### config.mk
export PLATFORM = sky130hd
export DESIGN_NAME = rf_scoreboard
export DESIGN_NICKNAME = d
export VERILOG_FILES = /design/src/rtl/rf_scoreboard.sv
export SDC_FILE = /design/constraint.sdc
export NUM_CORES = 2
export LEC_CHECK = 0
export BUFFER_PORTS_ARGS = -buffer_cell sky130_fd_sc_hd__buf_4
export CAP_MARGIN = 15
export CORE_MARGIN = 2
export CORE_UTILIZATION = 57
export CTS_CLUSTER_SIZE = 30
export DETAILED_ROUTE_END_ITERATION = 6
export PLACE_DENSITY = 0.82
export SYNTH_ARGS = -nofsm -noshare
export SYNTH_HDL_FRONTEND = slang
export SYNTH_SLANG_ARGS = --single-unit
### constraint.sdc
create_clock -name clk -period 47.8 [get_ports clk]
set_input_delay 7.17 -clock clk [delete_from_list [all_inputs] [get_ports clk]]
set_output_delay 7.17 -clock clk [all_outputs]
set_load 0.03 [all_outputs]
### src/rtl/rf_scoreboard.sv
// rf_scoreboard: integer register file with one write port, two combinational
// read ports, optional write-to-read forwarding and a per-register busy
// scoreboard used by decode to detect RAW hazards on in-flight producers.
module rf_scoreboard #(
    parameter int XLEN   = 32,
    parameter int NREG   = 32,
    parameter int BYPASS = 1,
    localparam int AW    = $clog2(NREG)
) (
    input  logic            clk,
    input  logic            rst,
    input  logic            wr_en,
    input  logic [AW-1:0]   wr_addr,
    input  logic [XLEN-1:0] wr_data,
    input  logic [AW-1:0]   rd_addr1,
    input  logic [AW-1:0]   rd_addr2,
    output logic [XLEN-1:0] rd_data1,
    output logic [XLEN-1:0] rd_data2,
    input  logic            rsv_en,
    input  logic [AW-1:0]   rsv_addr,
    input  logic            flush,
    output logic            busy1,
    output logic            busy2,
    output logic [AW:0]     busy_cnt
);

    // Register storage. Index 0 is a constant zero and never holds state.
    logic [XLEN-1:0] w_regs [NREG];
    assign w_regs[0] = '0;

    genvar gi;
    generate
        for (gi = 1; gi < NREG; gi++) begin : g_reg
            logic [XLEN-1:0] r_q;

            // Capture writeback data when this register is addressed.
            always_ff @(posedge clk or posedge rst) begin
                if (rst) begin
                    r_q <= '0;
                end else if (wr_en && (wr_addr == AW'(gi))) begin
                    r_q <= wr_data;
                end
            end

            assign w_regs[gi] = r_q;
        end
    endgenerate

    // Scoreboard state and its registered population count.
    logic [NREG-1:0] r_busy;
    logic [NREG-1:0] w_busy_next;
    logic [AW:0]     r_busy_cnt;
    logic [AW:0]     w_cnt_next;

    // Next busy vector: clear on writeback, then flush, then set on reserve,
    // so a reserve always wins over a clear or a flush in the same cycle.
    always_comb begin
        w_busy_next = r_busy;
        if (wr_en) begin
            w_busy_next[wr_addr] = 1'b0;
        end
        if (flush) begin
            w_busy_next = '0;
        end
        if (rsv_en) begin
            w_busy_next[rsv_addr] = 1'b1;
        end
        w_busy_next[0] = 1'b0;
    end

    // Popcount of the next busy vector so busy_cnt tracks r_busy exactly.
    always_comb begin
        w_cnt_next = '0;
        for (int i = 0; i < NREG; i++) begin
            w_cnt_next = w_cnt_next + {{AW{1'b0}}, w_busy_next[i]};
        end
    end

    // Busy vector and count update together on each edge.
    always_ff @(posedge clk or posedge rst) begin
        if (rst) begin
            r_busy     <= '0;
            r_busy_cnt <= '0;
        end else begin
            r_busy     <= w_busy_next;
            r_busy_cnt <= w_cnt_next;
        end
    end

    // Forwarding applies only to a real write (index 0 excluded) that
    // targets the same register being read.
    logic w_fwd1;
    logic w_fwd2;
    assign w_fwd1 = (BYPASS != 0) && wr_en && (wr_addr != '0) && (wr_addr == rd_addr1);
    assign w_fwd2 = (BYPASS != 0) && wr_en && (wr_addr != '0) && (wr_addr == rd_addr2);

    // Read ports: forced to zero while reset is held so forwarded data
    // cannot leak out during reset.
    always_comb begin
        rd_data1 = '0;
        rd_data2 = '0;
        busy1    = 1'b0;
        busy2    = 1'b0;
        if (!rst) begin
            rd_data1 = w_fwd1 ? wr_data : w_regs[rd_addr1];
            rd_data2 = w_fwd2 ? wr_data : w_regs[rd_addr2];
            busy1    = r_busy[rd_addr1] && !w_fwd1;
            busy2    = r_busy[rd_addr2] && !w_fwd2;
        end
    end

    assign busy_cnt = r_busy_cnt;

endmodule

==> flow_metrics.py <==
metrics = {
    "detailed_routing": {
        "drt-vias-per-instance": 7.229,
        "first_pass_iters": 6,
        "antenna_left": 0,
        "drt_iter0_markers": 4046,
        "vias": 36436,
        "drcViolationCount": 0,
        "finalWirelength_um": 165000,
        "post_drt_wl_per_cell_um": 32.73,
    },
    "floorplanning": {
        "rows": 114,
        "die_h_um": 317.4,
        "io-pin-count": 129,
        "core_um2": 96990,
        "die_w_um": 317.4,
        "dieArea_um2": 100700,
        "initial_core_util_pct": 57.71,
    },
    "timing": {
        "rsz0062_at_grt": "no",
        "hold_viol": 0,
        "max_freq_mhz": 54.65,
        "timing.hold.ws_ps": 521.1,
        "fin_crit_ps": 18300,
        "slew_headroom_pct": 15.64,
        "fin_worst_skew_ps": 16.85,
        "drv_slew": 0,
        "fin_tns_setup_ps": 0,
        "worst_pin_slew_ps": 1265,
        "fin_crit_sh_pct": 38.28,
        "setup_viol": 0,
    },
    "clocking": {
        "cts_buffer_depth": 3,
        "insertion_delay_ps": 680,
        "path_clk_slew_ps": 60,
        "cts_made_buffers": 107,
        "htreeDepth": 3,
        "cts_tree": "yes",
        "cts_hold_buf": 0,
        "cts_resized": 0,
        "post_cts.repair.setup_buffers": 0,
        "cts.sink_count": 1029,
        "cts-root-buf": "clkbuf_16",
    },
    "status": {
        "outcome": "completed",
    },
    "synthesis": {
        "avgSynthCellArea_um2": 14.89,
        "synth_seq_cells": 1029,
        "yosysSeqAreaShare_pct": 46.01,
        "ys_types": 56,
        "yosysWarnings": 0,
        "synthArstFlopShare_pct": 100.0,
        "synth_fp_nets": 3847,
        "synth_edf_count": 0,
        "synth-main-ff-cell": "dfrtp_1",
        "syn_area_um2": 55970,
        "syn-instance-count": 3760,
    },
    "global_route": {
        "antenna_found_initial": 3,
        "grt_max_degree": 149,
        "grt_pass1_wl_um": 247500,
        "grt_usage_pct": 33.51,
        "grt_pass1_vias": 38343,
        "grt_overflow": 0,
    },
    "layout": {
        "syn2layout_area_growth_pct": 9.641,
        "drive_gt1_share_pct": 53.32,
        "final_core_util_pct": 63.27,
        "fin_area_um2": 61370,
        "num-nets-final": 3761,
    },
    "worst_setup_path": {
        "crit_required_ps": 40630,
        "r2r_start": "r_busy[18]$_DFF_PP0_",
        "cp_data_arrival_time_ps": 11130,
        "path_buf_inv": 5,
        "critPathLaunchType": "input port",
        "crit_top_cell": "buf_4",
        "cpPeakStageDelay_ps": 760,
        "endpoint_kind": "output port",
        "cp_max_fo": 44,
        "cpLargestDelayFamily": "buffers and inverters",
        "crit_type": "in -> out",
        "startpoint": "rd_addr2[2]",
        "cp_slowest_cell": "buf_4",
        "crit_chain": "clkbuf_8, buf_4, buf_4, buf_4, mux4_2, a22oi_1, nand2_1, a32oi_1, nand2_1, buf_4",
    },
    "power_and_ir_drop": {
        "vdd_ir_drop_max_uv": 34.91,
        "power_frac_clock_pct": 34.1,
        "p_comb_share_pct": 20.8,
        "cellLeakagePower_nw": 26.62,
        "sw_frac_of_total_pct": 27.00,
        "seq_power_share_pct": 45.1,
        "power.internal_w": 0.001878,
        "powerDensity_nw_per_um2": 41.93,
        "power_w": 0.002573,
        "p_sw_w": 0.0006947,
    },
    "worst_hold_path": {
        "hold_start": "g_reg[14].r_q[5]$_DFFE_PP0P_",
        "hold_class": "reg -> reg",
    },
    "job": {
        "cap_violations": 0,
    },
    "placement": {
        "gp_congestion": 0.8391,
        "dpl.hpwl_um": 89350,
        "port-buffer-count": 128,
        "dpl_cell_area_um2": 57670,
    },
}
[metal layers]
metal	part of all wire (%)	wire, um	track usage, %
met5	0.0079	13	0
met4	5.9	9674	17.17
met3	12	19240	8.517
met2	45	74970	50.39
met1	37	61090	45.69
[worst reg2reg max path, delay by kind of cell (launching register included)]
| family | cells | cell delay [ps] |
|---|---|---|
| DFF | 1 | 380 |
| adders and majority gates | 8 | 3680 |
| buffers and inverters | 3 | 190 |
| and+or+nand+nor | 1 | 90 |
| AOI/OAI and AO/OA | 3 | 820 |
| xor gates and xnor gates | 1 | 140 |
[placed cells by master, fill, tap and decap left out, types with 20 or more instances in the layout]
| master | n |
|---|---|
| mux2_2 | 1063 |
| dfrtp_1 | 1029 |
| mux4_2 | 514 |
| buf_4 | 193 |
| nand2_1 | 137 |
| clkbuf_16 | 110 |
| a22oi_1 | 78 |
| inv_1 | 71 |
| nor2_1 | 45 |
| o22ai_1 | 42 |
| a221oi_1 | 35 |
| nor3_1 | 33 |
| clkbuf_1 | 27 |
| a22o_1 | 26 |
| nand3_1 | 23 |
| fa_1 | 23 |
| clkinv_2 | 21 |
| a32oi_1 | 20 |
| clkbuf_8 | 20 |
[synth_stat cells, drive strengths merged (2+ instances only)]
| cell type | number | share of area (%) |
|---|---|---|
| buf | 191 | 1.8 |
| a221o | 14 | 0.25 |
| nor3 | 35 | 0.32 |
| a311oi | 3 | 0.069 |
| nand4 | 6 | 0.067 |
| o211a | 2 | 0.036 |
| a21boi | 10 | 0.13 |
| a32o | 5 | 0.089 |
| mux2 | 1063 | 21 |
| o21ai | 16 | 0.14 |
| o22ai | 42 | 0.47 |
| nor4b | 8 | 0.13 |
| a2bb2oi | 4 | 0.063 |
| mux2i | 19 | 0.34 |
| o32ai | 10 | 0.16 |
| nand3b | 7 | 0.094 |
| xor2 | 9 | 0.14 |
| a22oi | 78 | 1.0 |
| and3 | 4 | 0.045 |
| nand3 | 23 | 0.21 |
| a21oi | 9 | 0.080 |
| nor2b | 9 | 0.10 |
| a221oi | 35 | 0.55 |
| mux4 | 514 | 21 |
| xnor2 | 4 | 0.063 |
| fa | 23 | 0.82 |
| a32oi | 20 | 0.31 |
| dfrtp | 1029 | 46 |
| o32a | 6 | 0.11 |
| clkbuf | 208 | 1.4 |
| and2 | 4 | 0.045 |
| a22o | 26 | 0.41 |
| ha | 7 | 0.16 |
| inv | 72 | 0.48 |
| or3b | 3 | 0.047 |
| nand2b | 3 | 0.034 |
| nor2 | 62 | 0.42 |
| nand2 | 153 | 1.0 |
| nor3b | 8 | 0.11 |
| a21o | 3 | 0.040 |
| or2 | 6 | 0.067 |
[final cells by class]
cell class                      instances  area, um^2
Fill cell                            6731       35630
Multi-Input combinational cell       2260       28410
Sequential cell                      1029       25750
Clock buffer                          156        3115
Timing Repair Buffer                  204        1634
Tap cell                             1276        1597
Clock inverter                         41       574.3
Inverter                               72       277.8
Antenna cell                            2       5.005
[power by group through the flow]
stage | Clock, W | Combinational [W] | Sequential [W]
final | 0.000879 | 0.000535 | 0.00116
after global routing | 0.000922 | 0.000568 | 0.00118
after CTS | 0.000885 | 0.000534 | 0.00116
after detailed placement | 0 | 0.000529 | 0.00117
after global placement | 0 | 0.000513 | 0.00115
after floorplan | 0 | 0.000427 | 0.00113
[metrics by stage]
stage,instances,setup slack (ps)
global route,5039,29250
CTS,5038,29530
finish,5040,29500
floorplan,3760,17510
global placement,4841,29590
detailed placement,4841,29550
[flip-flops by register name (all words and copies together) (netlist names)]
name / cells
busy_cnt: 6
g.r_q: 992
r_busy: 31
[path summary, 6_finish.rpt]
kind / endpoint / slack [ps] / cells past startpoint
hold reg to reg: g_reg[14].r_q[5]$_DFFE_PP0P_ / 520 / 1
setup / recovery: rd_data2[9] / 29500 / 10
max in group asynchronous: g_reg[1].r_q[3]$_DFFE_PP0P_ / 38190 / 5
min in group asynchronous: g_reg[23].r_q[30]$_DFFE_PP0P_ / 6710 / 2
setup reg to reg: busy_cnt[4]$_DFF_PP0_ / 42420 / 16
hold / removal: g_reg[14].r_q[5]$_DFFE_PP0P_ / 520 / 1
[logic make-up (layout without fill, tap and decap cells)]
kind of cell	count (synthesis)	count (layout)	share of synthesized area, %
other cells	0	2	0
xor+xnor	13	13	0.2034
fa+ha+maj	30	30	0.9791
flops	1029	1029	46.01
simple gates	333	333	2.727
buf+inv	471	473	3.650
mux	1596	1596	42.41
compound gates	288	288	4.026
No activity file was read; power rests on OpenSTA's default activity.
